<file path="src/rtl/sound_dac_pkg.sv">
// Shared types and constants for the cartridge sound output stage:
// multiplier FSM states, shift-add step count and the modulator midscale level.
package sound_dac_pkg;

  typedef enum logic [1:0] {
    IDLE = 2'd0,
    MUL  = 2'd1,
    LOAD = 2'd2
  } state_e;

  localparam int unsigned MUL_STEPS  = 5;
  localparam int unsigned GAIN_SHIFT = 4;
  localparam int unsigned STEP_W     = 3;

  // Offset-binary zero point for an in_w-bit signed sample.
  function automatic logic [31:0] midscale(input int unsigned in_w);
    return 32'(1) << (in_w - 1);
  endfunction

endpackage

</file>
<file path="src/rtl/sound_dsm.sv">
// First-order delta-sigma modulator: the carry out of acc+level is the 1-bit
// output, so over 2^IN_W enables the number of ones equals level.
module sound_dsm #(
  parameter int unsigned IN_W = 11
) (
  input  logic            CLK,
  input  logic            RESET,
  input  logic            CLK_EN,
  input  logic [IN_W-1:0] level,
  output logic            DAC_OUT
);

  logic [IN_W-1:0] acc_q, acc_d;
  logic            dac_q, dac_d;
  logic [IN_W:0]   sum;

  always_comb begin
    sum   = {1'b0, acc_q} + {1'b0, level};
    acc_d = acc_q;
    dac_d = dac_q;
    if (CLK_EN) begin
      acc_d = sum[IN_W-1:0];
      dac_d = sum[IN_W];
    end
  end

  always_ff @(posedge CLK) begin
    if (RESET) begin
      acc_q <= '0;
      dac_q <= 1'b0;
    end else begin
      acc_q <= acc_d;
      dac_q <= dac_d;
    end
  end

  assign DAC_OUT = dac_q;

endmodule

</file>
<file path="src/rtl/sound_dsm_dac.sv">
// Sound output stage: volume scaling with a serial MSB-first shift-add
// multiplier, offset-binary conversion and a 1-bit delta-sigma output.
module sound_dsm_dac
  import sound_dac_pkg::*;
#(
  parameter int unsigned IN_W  = 11,
  parameter int unsigned VOL_W = 4
) (
  input  logic             CLK,
  input  logic             RESET,
  input  logic             CLK_EN,
  input  logic [IN_W-1:0]  SAMPLE_IN,
  input  logic             SAMPLE_VALID,
  input  logic [VOL_W-1:0] VOLUME,
  input  logic             MUTE,
  output logic             DAC_OUT,
  output logic             BUSY,
  output logic             OVERRUN
);

  localparam int unsigned MULT_W = VOL_W + 1;
  localparam int unsigned PROD_W = IN_W + MULT_W;
  localparam logic [IN_W-1:0] MID = IN_W'(midscale(IN_W));

  state_e                   state_q, state_d;
  logic signed [IN_W-1:0]   sample_q, sample_d;
  logic [MULT_W-1:0]        mult_q, mult_d;
  logic signed [PROD_W-1:0] prod_q, prod_d;
  logic [STEP_W-1:0]        step_q, step_d;
  logic [IN_W-1:0]          pend_q, pend_d;
  logic                     pend_vld_q, pend_vld_d;
  logic [IN_W-1:0]          level_q, level_d;
  logic                     busy_q, busy_d;
  logic                     overrun_q, overrun_d;

  logic                     start;
  logic [IN_W-1:0]          start_sample;
  logic signed [PROD_W-1:0] addend;

  always_comb begin
    state_d      = state_q;
    sample_d     = sample_q;
    mult_d       = mult_q;
    prod_d       = prod_q;
    step_d       = step_q;
    pend_d       = pend_q;
    pend_vld_d   = pend_vld_q;
    level_d      = level_q;
    overrun_d    = 1'b0;
    start        = 1'b0;
    start_sample = SAMPLE_IN;
    addend       = mult_q[step_q] ? PROD_W'(sample_q) : '0;

    if (CLK_EN) begin
      case (state_q)
        IDLE: begin
          if (SAMPLE_VALID) begin
            start = 1'b1;
          end
        end
        MUL: begin
          prod_d = (prod_q <<< 1) + addend;
          if (step_q == '0) begin
            state_d = LOAD;
          end else begin
            step_d = step_q - STEP_W'(1);
          end
          // One-deep holding slot; a second arrival replaces the first.
          if (SAMPLE_VALID) begin
            overrun_d  = pend_vld_q;
            pend_d     = SAMPLE_IN;
            pend_vld_d = 1'b1;
          end
        end
        LOAD: begin
          level_d = MUTE ? MID : IN_W'(prod_q >>> GAIN_SHIFT) + MID;
          if (SAMPLE_VALID) begin
            start      = 1'b1;
            overrun_d  = pend_vld_q;
            pend_vld_d = 1'b0;
          end else if (pend_vld_q) begin
            start        = 1'b1;
            start_sample = pend_q;
            pend_vld_d   = 1'b0;
          end else begin
            state_d = IDLE;
          end
        end
        default: state_d = IDLE;
      endcase

      if (start) begin
        sample_d = start_sample;
        mult_d   = MULT_W'(VOLUME) + MULT_W'(1);
        prod_d   = '0;
        step_d   = STEP_W'(MUL_STEPS - 1);
        state_d  = MUL;
      end
    end

    busy_d = (state_d != IDLE);
  end

  always_ff @(posedge CLK) begin
    if (RESET) begin
      state_q    <= IDLE;
      sample_q   <= '0;
      mult_q     <= '0;
      prod_q     <= '0;
      step_q     <= '0;
      pend_q     <= '0;
      pend_vld_q <= 1'b0;
      level_q    <= MID;
      busy_q     <= 1'b0;
      overrun_q  <= 1'b0;
    end else begin
      state_q    <= state_d;
      sample_q   <= sample_d;
      mult_q     <= mult_d;
      prod_q     <= prod_d;
      step_q     <= step_d;
      pend_q     <= pend_d;
      pend_vld_q <= pend_vld_d;
      level_q    <= level_d;
      busy_q     <= busy_d;
      overrun_q  <= overrun_d;
    end
  end

  sound_dsm #(
    .IN_W(IN_W)
  ) u_dsm (
    .CLK    (CLK),
    .RESET  (RESET),
    .CLK_EN (CLK_EN),
    .level  (level_q),
    .DAC_OUT(DAC_OUT)
  );

  assign BUSY    = busy_q;
  assign OVERRUN = overrun_q;

endmodule

</file>
<file path="config.mk">
export PLATFORM = sky130hd
export DESIGN_NAME = sound_dsm_dac
export DESIGN_NICKNAME = d
export VERILOG_FILES = /design/src/rtl/sound_dac_pkg.sv /design/src/rtl/sound_dsm.sv /design/src/rtl/sound_dsm_dac.sv
export SDC_FILE = /design/constraint.sdc
export NUM_CORES = 1
export LEC_CHECK = 0
export CAP_MARGIN = 15
export CELL_PAD_IN_SITES_DETAIL_PLACEMENT = 1
export CELL_PAD_IN_SITES_GLOBAL_PLACEMENT = 1
export CORE_MARGIN = 5
export CORE_UTILIZATION = 40
export CTS_CLUSTER_SIZE = 30
export DETAILED_ROUTE_END_ITERATION = 12
export GPL_TIMING_DRIVEN = 0
export PLACE_DENSITY_LB_ADDON = 0.1
export SKIP_LAST_GASP = 1
export SLEW_MARGIN = 20
export SYNTH_ARGS = -nofsm -noshare
export SYNTH_HDL_FRONTEND = slang
export SYNTH_HIERARCHICAL = 1
export SYNTH_SLANG_ARGS = --single-unit
</file>
<file path="constraint.sdc">
create_clock -name CLK -period 6.5 [get_ports CLK]
set_clock_uncertainty 0.15 [all_clocks]
set_input_delay 0.975 -clock CLK [delete_from_list [all_inputs] [get_ports CLK]]
set_output_delay 0.975 -clock CLK [all_outputs]
set_load 0.02 [all_outputs]
</file>
Word-level counts from Yosys, hierarchy flattened
Cells that the tools add are included.
{"block": "word_totals", "register_bits": 73, "input_bits": 20}
{"block": "op_classes", "n_addsub": 5, "order_cmp": 1, "n_eq_ne": 4, "n_mux": 25, "n_bitwise": 3, "n_reduce_logical": 13}
{"operator": "$mux 15", "n": 3}
{"operator": "$mux 11", "n": 4}
{"operator": "$add 15x15->15", "n": 1}
{"operator": "$add 11x11->12", "n": 1}
{"operator": "$add 11x11->11 const B", "n": 1}
{"operator": "$mux 2", "n": 5}
{"operator": "$mux 3", "n": 3}
{"operator": "$reduce_and 3->1", "n": 3}
{"operator": "$mux 1", "n": 6}
{"operator": "$pmux 2 s3", "n": 1}
{"operator": "$reduce_and 2->1", "n": 3}
{"operator": "$reduce_bool 2->1", "n": 3}
{"operator": "$add 4x1->5 const B", "n": 1}
{"operator": "$lt 3x4->1 const B", "n": 1}
{"operator": "$pmux 1 s2", "n": 2}
{"operator": "$reduce_or 4->1", "n": 1}
{"operator": "$bmux 1 s3", "n": 1}
{"operator": "$logic_not 3->1", "n": 1}
{"operator": "$not 1->1", "n": 3}
{"operator": "$sub 3x1->3 const B", "n": 1}
{"operator": "$eq 2x1->1 const B", "n": 1}
{"operator": "$eq 2x2->1 const B", "n": 1}
{"operator": "$logic_not 2->1", "n": 1}
{"operator": "$ne 2x1->1 const B", "n": 1}
{"operator": "2 further kinds", "n": 2}

Longest topological paths before layout
{"block": "logic_depth", "word_depth": 7, "mapped_depth": 13}

Modules after synthesis
The synthesis kept the hierarchy.
{"mod": "sound_dsm_dac", "n_inst": 1, "cells_per_inst": 389, "area_each_um2": 3214.3}
{"mod": "sound_dsm", "n_inst": 1, "cells_per_inst": 100, "area_each_um2": 909.6}

Least setup slack after synthesis
Ideal clock, no wire load.
{"block": "synth_timing", "path_kind": "reg2reg", "startpoint": "reg step_q[0]", "endpoint": "reg prod_q[12]", "t_arrival_ns": 3.149, "required_ns": 6.233, "path_slack_ns": 3.083, "stages_incl_launch_ff": 11, "period_less_slack_ns": 3.417, "cell_sequence": "dfxtp_1 > mux4_2 > mux2_4 > clkbuf_1 > and2_1 > ha_1 > or3_1 > o311ai_1 > a221oi_1 > or3_1 > a32o_1"}
{"block": "synth_between", "elab_chain_cells": 6}
{"element": "from (decl)", "line": "sound_dsm_dac.sv:29", "source": "logic [STEP_W-1:0] step_q, step_d;"}
{"element": "from (signal assigned)", "line": "sound_dsm_dac.sv:121", "source": "step_q <= step_d;"}
{"element": "$bmux 1 s3", "line": "sound_dsm_dac.sv:52", "source": "addend = mult_q[step_q] ? PROD_W'(sample_q) : '0;"}
{"element": "$mux 1 (not written as such)", "line": "sound_dsm_dac.sv:52"}
{"element": "$mux 15", "line": "sound_dsm_dac.sv:52"}
{"element": "$add 15x15->15", "line": "sound_dsm_dac.sv:62", "source": "prod_d = (prod_q <<< 1) + addend;"}
{"element": "$mux 15", "line": "sound_dsm_dac.sv:55", "source": "case (state_q)"}
{"element": "$mux 15", "line": "sound_dsm_dac.sv:92", "source": "if (start) begin"}
{"element": "to (signal assigned)", "line": "sound_dsm_dac.sv:120", "source": "prod_q <= prod_d;"}
{"element": "to (decl)", "line": "sound_dsm_dac.sv:28", "source": "logic signed [PROD_W-1:0] prod_q, prod_d;"}
Every way passes these cells. The select of a mux whose other input is x is not followed.
A chain may end at the register's enable or synchronous reset.

Worst setup path in the final report
{"block": "layout_timing", "startpoint": "reg step_q[0]", "endpoint": "reg prod_q[13]"}
Same word-level chain as after synthesis.

==> metrics.md <==
| Metric | Value |
|---|---|
| Outcome | completed |
| Total gr overflow | 0 |
| I/O pin total | 23 |
| Final Hold Fails | 0 |
| Largest cells by area after synthesis | dfxtp_1 (35%), ha_1 (8.5%), a21oi_1 (6.2%) |
| Initial Util | 40.5% |
| Mapped cell area | 0.00412 mm² |
| Multi-input gate area | 0.00249 mm² |
| Num CTS Buffers | 9 |
| Fillers | 1225 |
| Fin crit share | 59.7% |
| Nets | 572 |
| Seq/Total Area, Yosys | 35.4% |
| Max Cap Violations | 0 |
| DP HPWL | 8380 µm |
| CTS resizes | 0 |
| Initial antenna violation count | 0 |
| DRT iter0 DRCs | 127 |
| Total Power | 0.951 mW |
| Synth Warn # | 6 |
| Die Span Y | 112 µm |
| Total GRT Usage | 17.8% |
| Startpoint Class | flop |
| Syn Nets | 539 |
| Hold_buf cts | 0 |
| H-tree levels | 3 |
| Routed Antenna Nets | 0 |
| Synth-to-Final Area Change | 14.6% |
| Hold_ws | 0.305 ns |
| Post-synth cell types | 62 |
| Vias in the first global route | 3815 |
| Number of standard cells in the final layout excluding fillers | 663 |
| Number of remaining DRC errors | 0 |
| Count leader, synth | dfxtp_1 |
| Inserted Diodes | 0 |
| Routed len/inst | 16.1 µm |
| Leakage Power | 1.85 nW |
| Final min period | 3.88 ns |
| Crit Path Max Fanout | 10 |
| Worst-margin pin slew | 0.775 ns |
| Post CTS Setup Buffer Count | 0 |
| Async set-reset flop share out of synthesis | 0% |
| Dpl cell area | 0.00452 mm² |
| CP required | 6.59 ns |
| CP endpoint kind | flop |
| First-pass GRT wire length | 18200 µm |
| FF/Latch Area | 0.00146 mm² |
| Layout cells sized above 1 | 6.64% |
| Clk_lat worst skew | 0.36 ns |
| Die Area | 0.0124 mm² |
| Top_reg_cell synth | dfxtp_1 |
| Critical path type | flop to flop |
| Final setup viols | 0 |
| Hold Crit Class | flop to flop |
| # port buffers | 22 |
| Total clock sinks | 73 |
| Final estimated routing congestion in global placement | 0.832 |
| #FFs+latches synth | 73 |
| CTS tree | done |
| # placed instances | 647 |
| Worst-case clock buffer depth | 2 |
| Synth cell count leaders | dfxtp_1 (73), nor2_1 (52), a21oi_1 (51) |
| Power density cells | 201 mW/mm² |
| Peak VDD IR | 117 µV |
| Via/cell ratio | 5.46 |
| Core ar. | 0.0102 mm² |
| Max Freq | 257 MHz |
| Critical Path AT | 3.98 ns |
| Clk pin slew, worst setup/hold paths | 0.08 ns |
| Syn Inst Count | 489 |
| Drt pass-1 iters | 4 |
| Num rows | 37 |
| Final WL | 10700 µm |
| Cell area after layout | 0.00473 mm² |
| RSZ-0062 raised after global routing | false |
| EDFF count, synth | 0 |
| Max-slew violations | 0 |
| Setup TNS | 0 ns |
| Largest net degree at the start of global routing | 14 |
| Top cell type's share of synthesized area | 35.4% |
| Rel. slew slack | 47.9% |
| Vias | 3617 |
| CTS Root Cell | clkbuf_8 |
| Synth area leader | dfxtp_1 |
| Die width | 112 µm |
| Synth Area per Inst | 8.43 µm² |
==> registers in the layout, indices dropped and copies added, names as in the netlist <==
register	cells
state_q	2
u_dsm/DAC_OUT	1
sample_q	11
pend_vld_q	1
prod_q	15
level_q	11
BUSY	1
u_dsm/acc_q	11
mult_q	5
step_q	3
OVERRUN	1
pend_q	11
==> path summary, 6_finish.rpt <==
kind | start | end | slack [ns] | cells after the start
setup / recovery | step_q[0]$_SDFFE_PP0P_ | prod_q[13]$_SDFFE_PP0P_ | 2.62 | 11
hold / removal | pend_q[8]$_SDFFE_PP0P_ | pend_q[8]$_SDFFE_PP0P_ | 0.31 | 2
setup reg to reg | step_q[0]$_SDFFE_PP0P_ | prod_q[13]$_SDFFE_PP0P_ | 2.62 | 11
hold reg to reg | pend_q[8]$_SDFFE_PP0P_ | pend_q[8]$_SDFFE_PP0P_ | 0.31 | 2
==> cell usage in the layout, fill, tap and decap left out, types with 11 or more instances in the layout <==
| cell | Yosys | routed |
|---|---|---|
| a211oi_1 | 16 | 16 |
| a21oi_1 | 51 | 51 |
| clkbuf_1 | 18 | 18 |
| clkdlybuf4s50_1 | 0 | 22 |
| dfxtp_1 | 73 | 73 |
| ha_1 | 28 | 28 |
| inv_1 | 15 | 15 |
| mux2i_1 | 18 | 18 |
| nand2_1 | 45 | 45 |
| nor2_1 | 52 | 52 |
| nor3b_1 | 13 | 13 |
| xnor2_1 | 11 | 11 |
==> worst max-delay path: stages (launching register included) <==
cell      delay [ns]
dfxtp_1         0.44
mux4_2          0.52
mux2_4          0.34
clkbuf_1        0.20
and2_1          0.21
ha_1            0.33
nor2b_1         0.24
o31a_1          0.25
o211ai_1        0.20
a221oi_1        0.44
nor4_1          0.10
or3b_1          0.35
==> logic make-up (layout without fill, tap and decap cells) <==
kind of cell	count (synthesis)	in the layout	synth area share [%]
AOI/OAI and AO/OA	127	127	20.0
adders and majority gates	30	30	9.47
and+or+nand+nor	184	184	22.6
DFF	73	73	35.4
buffers and inverters	41	79	4.25
muxes	20	20	5.28
xor gates and xnor gates	14	14	2.97
==> metal layers <==
metal / track usage [%] / wire (µm)
met4: 8.19 / 286
met5: 0 / 0
met3: 2.99 / 264
met1: 20.6 / 4750
met2: 32.0 / 5370
==> metrics by stage <==
stage	worst slack, ns	util, %
final	2.62	46.4
after global routing	2.35	46.4
after CTS	2.57	46.4
after detailed placement	2.62	44.4
after global placement	2.57	44.3
after floorplan	3.08	-
==> area by class of cell <==
class                   instances  share of cell area, %
plain buffers                  25                   2.38
clock buffers                  10                   2.91
clock inverters                 6                   1.43
inverters                      16                   1.32
multi-input cells             375                   52.8
flip-flops and latches         73                   30.9
well taps                     136                   3.60
repair buffers                 22                   4.66
==> power breakdown <==
part           switching, mW  leakage [nW]  total, mW  internal [mW]
Combinational         0.0653          1.16      0.110         0.0449
Clock                  0.182        0.0985      0.370          0.188
Sequential            0.0102         0.592      0.471          0.461
Total                  0.258          1.85      0.951          0.694
Note: power is estimated with default switching activity, not from simulation.
